## src/rtl/lcd_text_writer.sv

```systemverilog
`timescale 1ns/1ps
// HD44780 8-bit character writer: valid/ready character input, RS/RW/E bus cycles, cursor tracking.
// Optional LCD_AUTO_WRAP_EN: a printable write at column 15 queues a set-DDRAM command to the next row.
module lcd_text_writer #(
    parameter int SETUP_CYCLES      = 3,
    parameter int E_HIGH_CYCLES     = 12,
    parameter int CMD_WAIT_CYCLES   = 2500,
    parameter int CLEAR_WAIT_CYCLES = 82000
) (
    input  logic       clk,
    input  logic       reset_n,
    input  logic       init_complete_flag,
    input  logic       char_valid,
    input  logic [7:0] char_data,
    output logic       char_ready,
    output logic       busy,
    output logic       RS_write_lcd,
    output logic       RW_write_lcd,
    output logic       E_write_lcd,
    output logic [7:0] data_write_lcd,
    output logic [3:0] cursor_col,
    output logic       cursor_row
);

    localparam int MAX_A   = (SETUP_CYCLES > E_HIGH_CYCLES) ? SETUP_CYCLES : E_HIGH_CYCLES;
    localparam int MAX_B   = (CMD_WAIT_CYCLES > CLEAR_WAIT_CYCLES) ? CMD_WAIT_CYCLES : CLEAR_WAIT_CYCLES;
    localparam int MAX_CYC = (MAX_A > MAX_B) ? MAX_A : MAX_B;
    localparam int CNT_W   = (MAX_CYC < 2) ? 1 : $clog2(MAX_CYC);

    localparam logic [CNT_W-1:0] SETUP_LAST = CNT_W'(SETUP_CYCLES - 1);
    localparam logic [CNT_W-1:0] EHIGH_LAST = CNT_W'(E_HIGH_CYCLES - 1);
    localparam logic [CNT_W-1:0] CMD_LAST   = CNT_W'(CMD_WAIT_CYCLES - 1);
    localparam logic [CNT_W-1:0] CLEAR_LAST = CNT_W'(CLEAR_WAIT_CYCLES - 1);

    typedef enum logic [2:0] {
        ST_WAIT_INIT,
        ST_IDLE,
        ST_SETUP,
        ST_PULSE,
        ST_WAIT
    } state_t;

    state_t           state_q;
    logic [CNT_W-1:0] cnt_q;
    logic             ready_q;
    logic             busy_q;
    logic             rs_q;
    logic             e_q;
    logic [7:0]       data_q;
    logic [3:0]       col_q;
    logic             row_q;
    logic             clear_q;
    logic             pend_q;
    logic [7:0]       pend_data_q;

    logic             accept;
    logic [CNT_W-1:0] wait_last;

    assign accept    = (state_q == ST_IDLE) && ready_q && char_valid;
    assign wait_last = clear_q ? CLEAR_LAST : CMD_LAST;

    always_ff @(posedge clk or negedge reset_n) begin
        if (!reset_n) begin
            state_q     <= ST_WAIT_INIT;
            cnt_q       <= '0;
            ready_q     <= 1'b0;
            busy_q      <= 1'b0;
            rs_q        <= 1'b0;
            e_q         <= 1'b0;
            data_q      <= 8'h00;
            col_q       <= 4'd0;
            row_q       <= 1'b0;
            clear_q     <= 1'b0;
            pend_q      <= 1'b0;
            pend_data_q <= 8'h00;
        end else begin
            case (state_q)
                ST_WAIT_INIT: begin
                    if (init_complete_flag) begin
                        state_q <= ST_IDLE;
                        ready_q <= 1'b1;
                    end
                end
                ST_IDLE: begin
                    if (accept) begin
                        state_q <= ST_SETUP;
                        ready_q <= 1'b0;
                        busy_q  <= 1'b1;
                        cnt_q   <= '0;
                        if (char_data == 8'h0C) begin
                            rs_q    <= 1'b0;
                            data_q  <= 8'h01;
                            clear_q <= 1'b1;
                            col_q   <= 4'd0;
                            row_q   <= 1'b0;
                        end else if (char_data == 8'h0A) begin
                            // Set-DDRAM address: row 1 starts at 0x40.
                            rs_q    <= 1'b0;
                            data_q  <= {1'b1, ~row_q, 6'b000000};
                            clear_q <= 1'b0;
                            col_q   <= 4'd0;
                            row_q   <= ~row_q;
                        end else begin
                            rs_q    <= 1'b1;
                            data_q  <= char_data;
                            clear_q <= 1'b0;
`ifdef LCD_AUTO_WRAP_EN
                            if (col_q == 4'd15) begin
                                col_q       <= 4'd0;
                                row_q       <= ~row_q;
                                pend_q      <= 1'b1;
                                pend_data_q <= {1'b1, ~row_q, 6'b000000};
                            end else begin
                                col_q <= col_q + 4'd1;
                            end
`else
                            col_q <= col_q + 4'd1;
`endif
                        end
                    end else if (!init_complete_flag) begin
                        state_q <= ST_WAIT_INIT;
                        ready_q <= 1'b0;
                    end
                end
                ST_SETUP: begin
                    if (cnt_q == SETUP_LAST) begin
                        cnt_q   <= '0;
                        e_q     <= 1'b1;
                        state_q <= ST_PULSE;
                    end else begin
                        cnt_q <= cnt_q + CNT_W'(1);
                    end
                end
                ST_PULSE: begin
                    if (cnt_q == EHIGH_LAST) begin
                        cnt_q   <= '0;
                        e_q     <= 1'b0;
                        state_q <= ST_WAIT;
                    end else begin
                        cnt_q <= cnt_q + CNT_W'(1);
                    end
                end
                ST_WAIT: begin
                    if (cnt_q == wait_last) begin
                        cnt_q <= '0;
                        // A queued wrap command goes out back-to-back before returning to IDLE.
                        if (pend_q) begin
                            pend_q  <= 1'b0;
                            rs_q    <= 1'b0;
                            data_q  <= pend_data_q;
                            clear_q <= 1'b0;
                            state_q <= ST_SETUP;
                        end else begin
                            busy_q <= 1'b0;
                            if (init_complete_flag) begin
                                state_q <= ST_IDLE;
                                ready_q <= 1'b1;
                            end else begin
                                state_q <= ST_WAIT_INIT;
                            end
                        end
                    end else begin
                        cnt_q <= cnt_q + CNT_W'(1);
                    end
                end
                default: begin
                    state_q <= ST_WAIT_INIT;
                    ready_q <= 1'b0;
                    busy_q  <= 1'b0;
                    e_q     <= 1'b0;
                end
            endcase
        end
    end

    assign char_ready     = ready_q;
    assign busy           = busy_q;
    assign RS_write_lcd   = rs_q;
    assign RW_write_lcd   = 1'b0;
    assign E_write_lcd    = e_q;
    assign data_write_lcd = data_q;
    assign cursor_col     = col_q;
    assign cursor_row     = row_q;

endmodule

```

## config.mk

```make
export PLATFORM = sky130hd
export DESIGN_NAME = lcd_text_writer
export DESIGN_NICKNAME = d
export VERILOG_FILES = /design/src/rtl/lcd_text_writer.sv
export SDC_FILE = /design/constraint.sdc
export NUM_CORES = 1
export LEC_CHECK = 0
export BUFFER_PORTS_ARGS = -buffer_cell sky130_fd_sc_hd__buf_4
export CORE_AREA = 2 2 67 94
export DETAILED_ROUTE_END_ITERATION = 10
export DIE_AREA = 0 0 69 96
export MAX_ROUTING_LAYER = met4
export SLEW_MARGIN = 20
export SYNTH_ARGS = -nofsm -noshare
export SYNTH_HDL_FRONTEND = slang
export SYNTH_SLANG_ARGS = --single-unit
```

## constraint.sdc

```tcl
create_clock -name clk -period 2.9 [get_ports clk]
set_input_delay 0.145 -clock clk [delete_from_list [all_inputs] [get_ports clk]]
set_output_delay 0.145 -clock clk [all_outputs]
set_load 0.02 [all_outputs]
```

==> results_dict.tcl, run 1 <==
set metrics [dict create \
    outcome "complete, no violations" \
    grt_pass1_wl_mm 8.49 \
    synth_warnings 8 \
    dieHeight_um 96 \
    critPathKind "register to register" \
    final_nets 279 \
    dieArea_um2 6620 \
    r2r-start "cnt_q[10]$_DFFE_PN0P_" \
    track_usage_pct 16.3 \
    critPathLaunchType "register" \
    ir_worst_vdd_uv 310 \
    core_region_area_um2 5780 \
    ios 30 \
    hold_path.class "input pin to register" \
    post_cts_resized 0 \
    slew_viol_final 0 \
    reg2regPathDepth 5 \
    ys_ff_latch 38 \
    worstSetupEndpointType "register" \
    vias 1823 \
    ant_nets 0 \
    clock_sinks 38 \
    synthFlopType "dfrtp_1" \
    required_ps 3060 \
    reg2reg_to "cnt_q[14]$_DFFE_PN0P_" \
    avgSynthCellArea_um2 9.42 \
    die_w_um 69 \
    fmaxAchievable_mhz 502 \
    clock_latency_ps 290 \
    hold_violations 0 \
    firstDrtPassIters 4 \
    start_util_pct 38.9 \
    drive_above_1_share_pct 22.0 \
    fp-row-count 33 \
    synth_cell_types 58 \
    wl_mm 5.01 \
    grt_setup_unrepaired "no" \
    first_global_vias 1733 \
    tightestPinTransition_ps 639 \
    min_to "data_write_lcd[4]$_DFFE_PN0P_" \
    finalClockSkew_ps 4.31 \
    cts.clk_slew.worst_paths_ps 70 \
    final-seq-area_um2 951 \
    fin_setup_tns_ps 0 \
    pre_cts_ws_ps 940 \
    clockBufferDepth 2 \
    fin_util_pct 44.4 \
    post-route-period-util_pct 68.7 \
    setup_violations 0 \
    synth_area_leaders "dfrtp_1 (42%), nand2_1 (5.7%), xnor2_1 (4.7%)" \
    dp_hpwl_mm 3.63 \
    netlist_instances 239 \
    initialDrtViolationCount 123 \
    grt_overflow 0 \
    drt-vias-per-instance 5.46 \
    synthesis.area_um2 2250 \
    relSlewSlack_pct 57.3 \
    synthArstFlopShare_pct 100 \
    min_period_ps 1990 \
    areaGrowthSynthToFinish_pct 13.9 \
    numCtsBuffers 5 \
    synth_edf_count 0 \
    antenna_cells 0 \
    leakage_nw 1.14 \
    cellPowerDensity_nw_per_um2 837 \
    drc 0 \
    port-buffer-count 28 \
    antenna_found_initial 0 \
    whs_path_depth 3 \
    avgRoutedWirePerCell_um 15.0 \
    cts_root_buffer "clkbuf_8" \
    multi_input_area_um2 1180 \
    grt_max_degree 39 \
    hold_start "char_data[4]" \
    n_fill_cell 587 \
    syn_nets 254 \
    yosys.area.top_type "dfrtp_1" \
    path_max_fanout 11 \
    maxCapViolations 0 \
    place.gp.congestion 0.765 \
    regToRegSetupSlack_ps 910 \
    cts_tree "done" \
    setup_ws_ps 908 \
    crit_arrival_ps 2150 \
    synth.top_cell.area_share_pct 42.2 \
    cts.htree.levels 2 \
    seq_area_frac_synth_pct 42.2 \
]
worst max path at each step:
stage / from / to / slack, ps / cells after the start
3_3_place_gp: cnt_q[7]$_DFFE_PN0P_ / cnt_q[8]$_DFFE_PN0P_ / 910 / 5
6_report: cnt_q[10]$_DFFE_PN0P_ / cnt_q[14]$_DFFE_PN0P_ / 910 / 5
4_1_cts: cnt_q[10]$_DFFE_PN0P_ / cnt_q[9]$_DFFE_PN0P_ / 900 / 5
5_1_grt: cnt_q[10]$_DFFE_PN0P_ / cnt_q[10]$_DFFE_PN0P_ / 730 / 5
2_1_floorplan: cnt_q[0]$_DFFE_PN0P_ / cnt_q[4]$_DFFE_PN0P_ / 1160 / 7
3_5_place_dp: cnt_q[7]$_DFFE_PN0P_ / cnt_q[9]$_DFFE_PN0P_ / 940 / 5
layer usage:
layer | share of wire (%) | track usage [%]
met1 | 43 | 19.6
met2 | 52 | 28.3
met3 | 3.1 | 2.72
met4 | 1.2 | 4.90
met5 | 0 | -
report_power, final:
part	switching, mW	internal [mW]	leakage, nW
clock network	0.181	0.161	0.0438
logic	0.549	0.384	0.608
registers	0.192	0.678	0.490
area by class of cell:
type / count / area share (%)
clock buffer: 5 / 2.68
tap: 70 / 3.42
multi-input combinational: 179 / 46.1
inverter: 10 / 1.46
timing repair buffer: 30 / 8.88
sequential: 38 / 37.1
clock inverter: 2 / 0.390
layout by cell type (no fill, tap or decap), types with 2 or more instances in the layout:
master / count
nor4_1: 4
o21ai_0: 12
buf_4: 29
clkbuf_8: 5
clkinv_2: 2
nor2_1: 18
a21oi_1: 6
and3_1: 6
nor3_1: 8
nand3_1: 14
xnor2_1: 12
nand2b_1: 3
a21o_1: 3
a31oi_1: 2
inv_1: 10
a21oi_2: 3
nor4_4: 3
a211oi_1: 2
a22o_1: 3
o21bai_1: 2
and4_1: 3
o31ai_1: 5
dfrtp_1: 38
ha_1: 3
nand2_1: 34
and2_1: 3
o211ai_1: 2
kinds of logic after synthesis:
| group | Yosys count | share of synthesized area [%] |
|---|---|---|
| multiplexers | 1 | 0.500 |
| XOR/XNOR | 12 | 4.67 |
| buffers and inverters | 22 | 5.28 |
| other | 1 | 0.167 |
| flip-flops | 38 | 42.2 |
| AND/OR/NAND/NOR | 108 | 27.6 |
| AO/OA/AOI/OAI | 54 | 17.8 |
| adder cells (fa/ha/maj) | 3 | 1.67 |
per-stage QoR:
stage,instances,power [mW],instance area (um2),hold WS [ps]
after floorplan,239,1.53,2250,-151
after global placement,326,1.81,2470,145
after detailed placement,326,1.82,2470,147
after CTS,334,2.17,2560,58.5
after global routing,334,2.30,2560,58.2
final,334,2.14,2560,60.4
sequential cells by signal (all words and copies together), names as in the netlist, 3 cells and up:
name and cells:
cnt_q 17, cursor_col 4, data_write_lcd 8, state_q 3
synth_stat cells (all sizes together), types with 4 or more instances:
cell / n
dfrtp: 38
nand2: 34
nor2: 19
nand3: 14
o21ai: 14
xnor2: 12
a21oi: 10
inv: 10
nor3: 10
buf: 8
nor4: 7
and3: 6
and4: 5
o31ai: 5
clkbuf: 4
repair_timing:
item | in CTS | in global routing
hold buffers | 1 | 0
setup buffers | 0 | 0
hold endpoints to repair | 38 | 0
worst max-delay path: stages, from the launching register on:
cell and delay (ps):
dfrtp_1 450, nor4_1 410, and4_1 330, o211ai_2 120, a21oi_2 450, nor2_1 100
No activity file was read; power rests on OpenSTA's default activity.
==> run 2: changes to the inputs <==
--- a/config.mk
+++ b/config.mk
@@ -5,10 +5,11 @@
 export SDC_FILE = /design/constraint.sdc
 export NUM_CORES = 1
 export LEC_CHECK = 0
+export ABC_AREA = 1
 export BUFFER_PORTS_ARGS = -buffer_cell sky130_fd_sc_hd__buf_4
-export CORE_AREA = 2 2 67 94
+export CORE_AREA = 2 2 68 96
 export DETAILED_ROUTE_END_ITERATION = 10
-export DIE_AREA = 0 0 69 96
+export DIE_AREA = 0 0 70 98
 export MAX_ROUTING_LAYER = met4
 export SLEW_MARGIN = 20
 export SYNTH_ARGS = -nofsm -noshare
==> constraint.sdc (replaced) <==
create_clock -name clk -period 1.8 [get_ports clk]
set_input_delay 0.09 -clock clk [delete_from_list [all_inputs] [get_ports clk]]
set_output_delay 0.09 -clock clk [all_outputs]
set_load 0.02 [all_outputs]
==> run 2 against run 1 <==
Net effect:
- cell count increased by 30%
- wire length increased by 8.9%
- area after synthesis increased by 3.8%
- sequential cell count unchanged
- first-iteration DRC count decreased by 22%
==> results_dict.tcl, run 2 <==
set metrics [dict create \
    outcome "complete, no violations" \
    dieArea_um2 6860 \
    p_sw_share_pct 44.6 \
    reg2reg_to "cnt_q[8]$_DFFE_PN0P_" \
    power.switching_mw 1.78 \
    ios 30 \
    grt_pass1_wl_mm 9.38 \
    power_frac_comb_pct 47.7 \
    fin_util_pct 46.1 \
    synthFlopType "dfrtp_1" \
    post-cts-setup-buffers 0 \
    reg2regPathDepth 10 \
    grt_max_degree 39 \
    antenna_found_initial 0 \
    path_max_fanout 10 \
    grt_setup_unrepaired "no" \
    finalClockSkew_ps 3.40 \
    critPathLaunchType "register" \
    synthesis.area_um2 2340 \
    crit_chain "ha_2 > nand2_1 > nor2_1 > nand2_1 > nor2_1 > nand3_1 > nand2_4 > nand3_4 > nand2_1 > inv_1" \
    clockBufferDepth 2 \
    numCtsBuffers 5 \
    hold_path.class "input pin to register" \
    whs_path_depth 3 \
    netlist_instances 325 \
    fin_setup_tns_ps 0 \
    n_fill_cell 645 \
    clock_sinks 38 \
    cts_root_buffer "clkbuf_8" \
    core_region_area_um2 6040 \
    yosysMostFrequentCell "nand2_1" \
    dp_cells 425 \
    synthArstFlopShare_pct 100 \
    dp_hpwl_mm 4.22 \
    ir_worst_vdd_uv 968 \
    slowest_delay_ps 410 \
    place.gp.congestion 0.888 \
    avgSynthCellArea_um2 7.19 \
    regMostFlops "cnt_q" \
    crit_arrival_ps 1820 \
    hold_start "char_data[4]" \
    fmaxAchievable_mhz 613 \
    start_util_pct 38.7 \
    track_usage_pct 17.4 \
    drive_above_1_share_pct 17.1 \
    wl_mm 5.46 \
    cts.clk_slew.worst_paths_ps 80 \
    mostFrequentLayoutCell "nand2_1" \
    cts_tree "done" \
    fin_cells 435 \
    antenna_cells 0 \
    final_nets 377 \
    p_int_mw 2.21 \
    seq_area_frac_synth_pct 40.7 \
    initialDrtViolationCount 96 \
    areaGrowthSynthToFinish_pct 19.3 \
    synth_area_leaders "dfrtp_1 (41%), nand2_1 (15%), inv_1 (8.0%)" \
    r2r-start "cnt_q[1]$_DFFE_PN0P_" \
    synth_cell_types 33 \
    maxCapViolations 0 \
    grt_overflow 0 \
    critPathKind "register to register" \
    yosys.area.top_type "dfrtp_1" \
    hold_violations 0 \
    post-route-period-util_pct 90.7 \
    first_global_vias 2111 \
    fp-row-count 34 \
    drt-vias-per-instance 4.85 \
    avgRoutedWirePerCell_um 12.6 \
    crit_top_cell "nand2_1" \
    min_period_ps 1630 \
    critPathSlowestCell "dfrtp_1" \
    cellPowerDensity_nw_per_um2 1430 \
    synth.top_cell.area_share_pct 40.7 \
    port-buffer-count 28 \
    die_w_um 70 \
    ys_ff_latch 38 \
    vias 2110 \
    ant_nets 0 \
    synth_edf_count 0 \
    synth_common_cells "nand2_1 (96), inv_1 (50), nor2_1 (39), dfrtp_1 (38), nand3_1 (18)" \
    leakage_nw 1.48 \
    drc 0 \
    worstSetupEndpointType "register" \
    synth_warnings 8 \
    clock_latency_ps 290 \
    min_to "data_write_lcd[4]$_DFFE_PN0P_" \
    setup_violations 0 \
    regToRegSetupSlack_ps 170 \
    seqPwrFrac_pct 33.8 \
    final_cell_mix "nand2_1 (96), inv_1 (50), nor2_1 (39), dfrtp_1 (38), buf_4 (33)" \
    firstDrtPassIters 4 \
    syn_nets 340 \
    cts.htree.levels 2 \
    slew_viol_final 0 \
    largest_register_ffs 17 \
    required_ps 1990 \
    p_clk_share_pct 18.5 \
    dieHeight_um 98 \
]
## run 2: cell count changes after synthesis, moves of 6 or more
cell and delta:
xor2_1 +7, o21ai_1 +6, nor2_1 +21, xnor2_1 -12, nand4_1 +9, and3_1 -6, inv_1 +40, nand2_1 +62
## run 2: cells by family after synthesis
logic type               synth area share (%)
other                                   0.161
XOR/XNOR                                 2.62
multiplexers                            0.429
flip-flops                               40.7
AO/OA/AOI/OAI                            6.86
buffers and inverters                    10.6
adder cells (fa/ha/maj)                  1.61
AND/OR/NAND/NOR                          37.0
## run 2: worst max-delay path by stage
stage,slack (ps),start,cells after the start,end
floorplan,330,cnt_q[1]$_DFFE_PN0P_,10,cnt_q[9]$_DFFE_PN0P_
global placement,180,cnt_q[1]$_DFFE_PN0P_,10,cnt_q[9]$_DFFE_PN0P_
detailed placement,120,cnt_q[1]$_DFFE_PN0P_,10,cnt_q[9]$_DFFE_PN0P_
global route,9,cnt_q[1]$_DFFE_PN0P_,10,cnt_q[9]$_DFFE_PN0P_
finish,170,cnt_q[1]$_DFFE_PN0P_,10,cnt_q[8]$_DFFE_PN0P_
CTS,100,cnt_q[1]$_DFFE_PN0P_,10,cnt_q[9]$_DFFE_PN0P_
## run 2: worst max-delay path: cells and delay by family, from the launching register on
family | cells | cell delay, ps
adder cells (fa/ha/maj) | 1 | 230
AND/OR/NAND/NOR | 8 | 850
flip-flops | 1 | 410
buffers and inverters | 1 | 40
## run 2: layer usage
metal  GRT usage (%)  vias to the layer above  wire (um)
met4            6.07                        0        106
li1                -                     1088          -
met5               -                        -          0
met3            2.79                       10        184
met2            30.5                       47       2890
met1            19.9                      965       2280
## run 2: power by group through the flow
stage	clock network [mW]	registers, mW	logic [mW]
floorplan	0	1.51	1.16
global placement	0	1.35	1.89
detailed placement	0	1.36	1.90
CTS	0.762	1.35	1.91
global route	0.794	1.39	2.13
finish	0.737	1.35	1.90
## run 2: metrics by stage
step | cell area (um2) | hold WS [ps] | total power, mW | worst slack [ps]
2_1_floorplan | 2340 | -206 | 2.67 | 335
3_3_place_gp | 2640 | 88.8 | 3.24 | 181
3_5_place_dp | 2640 | 91.6 | 3.26 | 124
4_1_cts | 2770 | 9.83 | 4.02 | 102
5_1_grt | 2790 | 28.1 | 4.32 | 8.81
6_report | 2790 | 16.4 | 3.99 | 168
## run 2: cell type report
type	count	area (um2)	share of cell area, %
Multi-Input combinational cell	226	1150	41.2
Timing Repair Buffer	35	268	9.61
Inverter	56	215	7.72
Clock inverter	3	45.0	1.62
Clock buffer	5	68.8	2.47
Tap cell	72	90.1	3.23
Sequential cell	38	951	34.1
## run 2: repair_timing
item	in CTS	in global routing
endpoints found under the hold margin	39	0
setup endpoints to repair	0	10
hold buffers	2	0
resized for setup	0	4
